===== src/rtl/seq_pkg.sv =====
// seq_pkg: shared states and program-base defaults for the run-control sequencer
package seq_pkg;
  localparam int DEF_PC_W = 10;
  localparam int DEF_OFF_W = 8;
  localparam int DEF_CNT_W = 16;
  localparam logic [DEF_PC_W-1:0] BASE0 = 10'h000;
  localparam logic [DEF_PC_W-1:0] BASE1 = 10'h100;
  localparam logic [DEF_PC_W-1:0] BASE2 = 10'h200;
  typedef enum logic [1:0] {IDLE, LOAD, RUN, HALT} state_t;
endpackage


===== src/rtl/pc_next.sv =====
// pc_next: sequential or branch-target program counter (pc+1 or pc+1+sext(offset))
module pc_next #(
  parameter int PC_W = 10,
  parameter int OFF_W = 8
) (
  input  logic [PC_W-1:0]  pc,
  input  logic [OFF_W-1:0] offset,
  input  logic             take_branch,
  output logic [PC_W-1:0]  nxt
);
  logic [PC_W-1:0] sext;
  always_comb begin
    sext = {{(PC_W-OFF_W){offset[OFF_W-1]}}, offset};
    nxt = pc + PC_W'(1) + (take_branch ? sext : '0);
  end
endmodule


===== src/rtl/prog_sequencer.sv =====
// prog_sequencer: start/done handshake, PC sequencing, commit gating and cycle count
module prog_sequencer
  import seq_pkg::*;
#(
  parameter int PC_W = DEF_PC_W,
  parameter int OFF_W = DEF_OFF_W,
  parameter int CNT_W = DEF_CNT_W,
  parameter logic [PC_W-1:0] PROG0_BASE = PC_W'(BASE0),
  parameter logic [PC_W-1:0] PROG1_BASE = PC_W'(BASE1),
  parameter logic [PC_W-1:0] PROG2_BASE = PC_W'(BASE2)
) (
  input  logic             clk,
  input  logic             reset,
  input  logic             req,
  input  logic [1:0]       prog_sel,
  input  logic             done_instr,
  input  logic             take_branch,
  input  logic [OFF_W-1:0] offset,
  input  logic             stall,
  output logic [PC_W-1:0]  pc,
  output logic             run,
  output logic             done,
  output logic             err,
  output logic [CNT_W-1:0] cycle_count
);
  state_t state, state_n;
  logic start, reject, adv;
  logic [PC_W-1:0] pc_nx, base;
  pc_next #(.PC_W(PC_W), .OFF_W(OFF_W)) u_pc_next (
    .pc(pc),
    .offset(offset),
    .take_branch(take_branch),
    .nxt(pc_nx)
  );
  always_comb begin
    start = state == IDLE && req && prog_sel != 2'd3;
    reject = state == IDLE && req && prog_sel == 2'd3;
    adv = run && !done_instr;
    base = prog_sel == 2'd0 ? PROG0_BASE : prog_sel == 2'd1 ? PROG1_BASE : PROG2_BASE;
  end
  always_ff @(posedge clk) begin
    if (reset) state <= IDLE;
    else state <= state_n;
  end
  always_comb begin
    state_n = state;
    case (state)
      IDLE: state_n = start ? LOAD : IDLE;
      LOAD: state_n = RUN;
      RUN:  state_n = (!stall && done_instr) ? HALT : RUN;
      HALT: state_n = req ? HALT : IDLE;
      default: state_n = IDLE;
    endcase
  end
  always_comb run = state == RUN && !stall;
  always_ff @(posedge clk) begin
    if (reset) begin
      pc <= '0;
      done <= 1'b0;
      err <= 1'b0;
      cycle_count <= '0;
    end else begin
      done <= state_n == HALT;
      err <= reject;
      if (start) pc <= base;
      else if (adv) pc <= pc_nx;
      if (start) cycle_count <= '0;
      else if (run && !(&cycle_count)) cycle_count <= cycle_count + CNT_W'(1);
    end
  end
endmodule


===== config.mk =====
export PLATFORM = sky130hd
export DESIGN_NAME = prog_sequencer
export DESIGN_NICKNAME = d
export VERILOG_FILES = /design/src/rtl/seq_pkg.sv /design/src/rtl/pc_next.sv /design/src/rtl/prog_sequencer.sv
export SDC_FILE = /design/constraint.sdc
export NUM_CORES = 1
export LEC_CHECK = 0
export CORE_ASPECT_RATIO = 1.5
export CORE_MARGIN = 10
export CORE_UTILIZATION = 30
export CTS_CLUSTER_SIZE = 12
export DETAILED_ROUTE_END_ITERATION = 6
export SYNTH_ARGS = -nofsm -noshare
export SYNTH_HDL_FRONTEND = slang
export SYNTH_SLANG_ARGS = --single-unit

===== constraint.sdc =====
create_clock -name clk -period 4.1 [get_ports clk]
set_input_delay 0.82 -clock clk [delete_from_list [all_inputs] [get_ports clk]]
set_output_delay 0.82 -clock clk [all_outputs]
set_load 0.02 [all_outputs]

* Yosys cells after proc, flatten, opt, wreduce, memory -nomap -nowiden
Index checks and enable logic that the tools add are counted.
** Cells by class
- Add/sub/neg operators :: 3
- Eq/ne operators :: 7
- Mux-type cells :: 9
- Reductions and logical operators :: 15
** Operator list (number)
- $mux 10 :: 5
- $add 16x1->16 const B :: 1
- $reduce_and 16->1 :: 1
- $add 10x1->10 const B :: 1
- $add 10x10->10 :: 1
- $eq 2x2->1 const B :: 4
- $pmux 2 s4 :: 1
- $logic_and 1x1->1 :: 7
- $eq 2x1->1 const B :: 2
- $logic_not 2->1 :: 2
- $logic_not 1->1 :: 3
- $mux 1 :: 2
- $mux 2 :: 1
- $ne 2x2->1 const B :: 1
- $reduce_bool 2->1 :: 1
- $reduce_or 2->1 :: 1
** Storage, ports and cells
- Bits in registers :: 30
- Bits of input ports :: 16
- Output and inout bits :: 29

* Longest topological paths before layout
- Word-level depth :: 6
- Gate-level depth with buffers :: 8
- Gate-level depth less buffers :: 8

* Hierarchy
From an unflattened synthesis, not the netlist that was laid out.
** Second synthesis, totals
- Cells, all modules :: 216
- Area total of the unflattened synthesis :: 1831.8 um^2
** Modules (own cells, without submodules)
- prog_sequencer :: instances 1, cells each 156, area an instance 1400.1 um^2, sequential area each 600.6 um^2
- pc_next :: instances 1, cells each 60, area an instance 431.7 um^2, sequential area each 0.0 um^2

* Least setup slack after synthesis
OpenSTA, ideal clock, no wires.
- Path kind :: input to register
- Start point :: input port offset[0]
- End point :: register pc[6]
- Library setup time :: 117 ps
- Data arrival time :: 2239 ps
- Setup slack :: 1743 ps
- Stages :: 8
- Path buffers :: 0
- Path through :: nand2_1 -> ha_1 -> fa_1 -> nand2b_1 -> a21oi_1 -> o21a_1 -> o21ai_0 -> a32o_1
** On the way
- Cells in the longest elaborated chain, start to end :: 4
** Ends and longest elaborated chain
- start, declared :: RTL line prog_sequencer.sv:18 : input logic [OFF_W-1:0] offset,
- $mux 10 :: RTL line pc_next.sv:14 : nxt = pc + PC_W'(1) + (take_branch ? sext : '0);
- $add 10x10->10 :: RTL line pc_next.sv:14
- $mux 10 :: RTL line prog_sequencer.sv:66 : else if (adv) pc <= pc_nx;
- $mux 10 :: RTL line prog_sequencer.sv:65 : if (start) pc <= base;
- end signal, assigned :: RTL line prog_sequencer.sv:65
- end signal, assigned :: RTL line prog_sequencer.sv:66
- end, declared :: RTL line prog_sequencer.sv:20 : output logic [PC_W-1:0] pc,
No other way between the ends. The select of a mux whose other input is x is not followed.
A chain may end at the register's enable or synchronous reset.

* Worst setup path after layout
- Start point :: input port stall
- End point :: output port run
** On the way
- Cells in the longest elaborated chain, start to end :: 2
** Ends and longest elaborated chain
- start, declared :: RTL line prog_sequencer.sv:19 : input logic stall,
- $logic_not 1->1 :: RTL line prog_sequencer.sv:55 : always_comb run = state == RUN && !stall;
- $logic_and 1x1->1 :: RTL line prog_sequencer.sv:55
- end, declared :: RTL line prog_sequencer.sv:21 : output logic run,
No other way between the ends.

==> out/summary.txt <==
Post-CTS Hold Fix Bufs: 0
Via-to-Cell Ratio: 5.02
Post-Route WL: 4790 um
Post_cts resized: 0
Clk_lat worst skew: 0.28 ns
Post-synthesis cell count: 219
Share of layout cells above drive strength 1: 7.09%
CTS tree: done
Async S/R FF share, synth: 0%
Ys flop type: dfxtp_1
Grt total ovfl: 0
Final setup skew: 0.00855 ns
Post-synth EDFFs: 0
HPWL Detailed: 3850 um
Final setup fails: 0
R2R setup slack: 2.05 ns
Slew HR: 63.4%
Remaining antenna violation count: 0
Synth Area per Inst: 8.28 sq um
Worst vdd ir: 0.112 mV
Sequential share of the synthesized area: 33.1%
Die ar.: 9620 sq um
Largest net degree at the start of global routing: 18
WS Path Type: in -> out
Top Ports: 45
CP endpoint kind: output port
Slew Limit Fails: 0
Status: finished, final reports clean
Fill cell count: 605
Drt drc: 0
First-pass GRT wire length: 7960 um
MaxCap Viol Count: 0
CP Data Arrival Time: 2.34 ns
Vias in the first global route: 1699
Clock Tree Buf Depth: 2
Vias after detailed routing: 1707
CTS root buf: clkbuf_8
Worst Path Max Fanout: 7
Hold Path Class: reg -> reg
Clock period minus worst slack: 3.16 ns
GRT Overall Usage: 9.95%
GPL Wtd Cong: 0.793
Flip-flop and latch count after synthesis: 30
Core area: 5830 sq um
P&R area growth vs syn: 33.7%
Fin crit share: 77.1%
Clock Sinks: 30
CP Data Required Time: 3.28 ns
Initial antenna violation count: 0
Power per cell area: 262 nW/um^2
Final Util: 41.6%
Syn Nets: 246
Chip Width: 83.5 um
Row count: 34
Cts bufs inserted: 5
Routed len/inst: 14.1 um
Achievable Freq: 0.316 GHz
DRT iter0 DRCs: 45
Final hold violation count: 0
Antenna diode count: 0
Setup TNS: 0 ns
Die Ht: 115 um
H-tree Lvls: 2
Synth cell types: 50
Final #Nets: 294
YS warnings: 0
RSZ-0062 raised after global routing: false
PortBufs: 44
Setup Buffers After CTS: 0
Drt pass-1 iters: 4
Initial core utilization: 31.1%
Leakage power: 0.873 nW
Clock slew at reported path FFs: 0.07 ns
Tightest Pin Transition: 0.546 ns
CP startpoint kind: input port
Synth Cell Area: 1810 sq um
layer usage:
metal  global-route usage, %  wire length, um  share of wire [%]  up-vias
met2                    18.4             2480                 52       43
li1                        -                -                  -      869
met3                    4.25              351                7.3        7
met1                    9.65             1880                 39      788
met5                       0                0                  0        -
met4                    3.70               72                1.5        0
synthesized netlist by cell type (4+ instances only):
cell | number | area, sq um
a21oi_1 | 16 | 80.1
dfxtp_1 | 30 | 601
nor3_1 | 6 | 30.0
and2_1 | 7 | 43.8
inv_1 | 9 | 33.8
nor2_1 | 35 | 131
o21ai_0 | 10 | 50.1
nor2b_1 | 4 | 25.0
ha_1 | 10 | 125
nand2_1 | 16 | 60.1
or3_1 | 4 | 25.0
nand3_1 | 5 | 25.0
xnor2_1 | 8 | 70.1
xor2_1 | 6 | 52.6
layout make-up:
class	instances	area, sq um	area share (%)
Tap cell	72	90.1	3.72
Inverter	9	33.8	1.39
Multi-Input combinational cell	176	1160	47.9
Clock inverter	1	5.00	0.206
Clock buffer	7	86.3	3.56
Sequential cell	30	601	24.8
Timing Repair Buffer	45	448	18.5
report_power, final:
group | switching [mW] | internal, mW
Clock | 0.117 | 0.135
Combinational | 0.0415 | 0.0399
Sequential | 0.00613 | 0.296
cells by family after synthesis:
kind of cell	count (synthesis)	share of synthesized area [%]
XOR/XNOR	15	7.66
buffers and inverters	13	2.90
AND/OR/NAND/NOR	102	31.2
multiplexers	2	1.10
flip-flops	30	33.1
AO/OA/AOI/OAI	46	16.0
adder cells (fa/ha/maj)	11	8.00
cell usage in the layout (no fill, tap or decap), types with 3 or more instances in the layout:
master           instances
a211oi_1                 3
a21oi_1                 16
and2_1                   7
clkbuf_8                 6
clkdlybuf4s50_1         44
dfxtp_1                 30
ha_1                    10
inv_1                    9
nand2_1                 16
nand2b_1                 3
nand3_1                  5
nand4_1                  3
nor2_1                  35
nor2b_1                  4
nor3_1                   6
o21ai_0                 10
or3_1                    4
xnor2_1                  8
xor2_1                   6
critical path, stage by stage:
cell	delay (ns)
clkdlybuf4s50_1	0.47
nor3b_4	0.37
clkdlybuf4s50_1	0.68
path summary, 6_finish.rpt:
check | from | end | cells after the start
setup / recovery | stall | run | 3
hold / removal | pc[6]$_SDFFE_PP0P_ | pc[6]$_SDFFE_PP0P_ | 1
setup reg to reg | pc[0]$_SDFFE_PP0P_ | pc[6]$_SDFFE_PP0P_ | 8
hold reg to reg | pc[6]$_SDFFE_PP0P_ | pc[6]$_SDFFE_PP0P_ | 1
registers in the layout (all words and copies together) (netlist names):
register,cells
cycle_count,16
done,1
err,1
pc,10
state,2
through the flow:
step	instances	hold WS [ns]	setup slack (ns)	total power, mW	area (sq um)
floorplan	219	0.493	1.74	0.355	1810
global placement	332	0.490	0.903	0.391	2330
detailed placement	332	0.498	0.845	0.392	2330
CTS	340	0.514	0.932	0.650	2420
global route	340	0.524	0.845	0.670	2420
finish	340	0.514	0.939	0.636	2420
(Power assumes the default switching activity.)
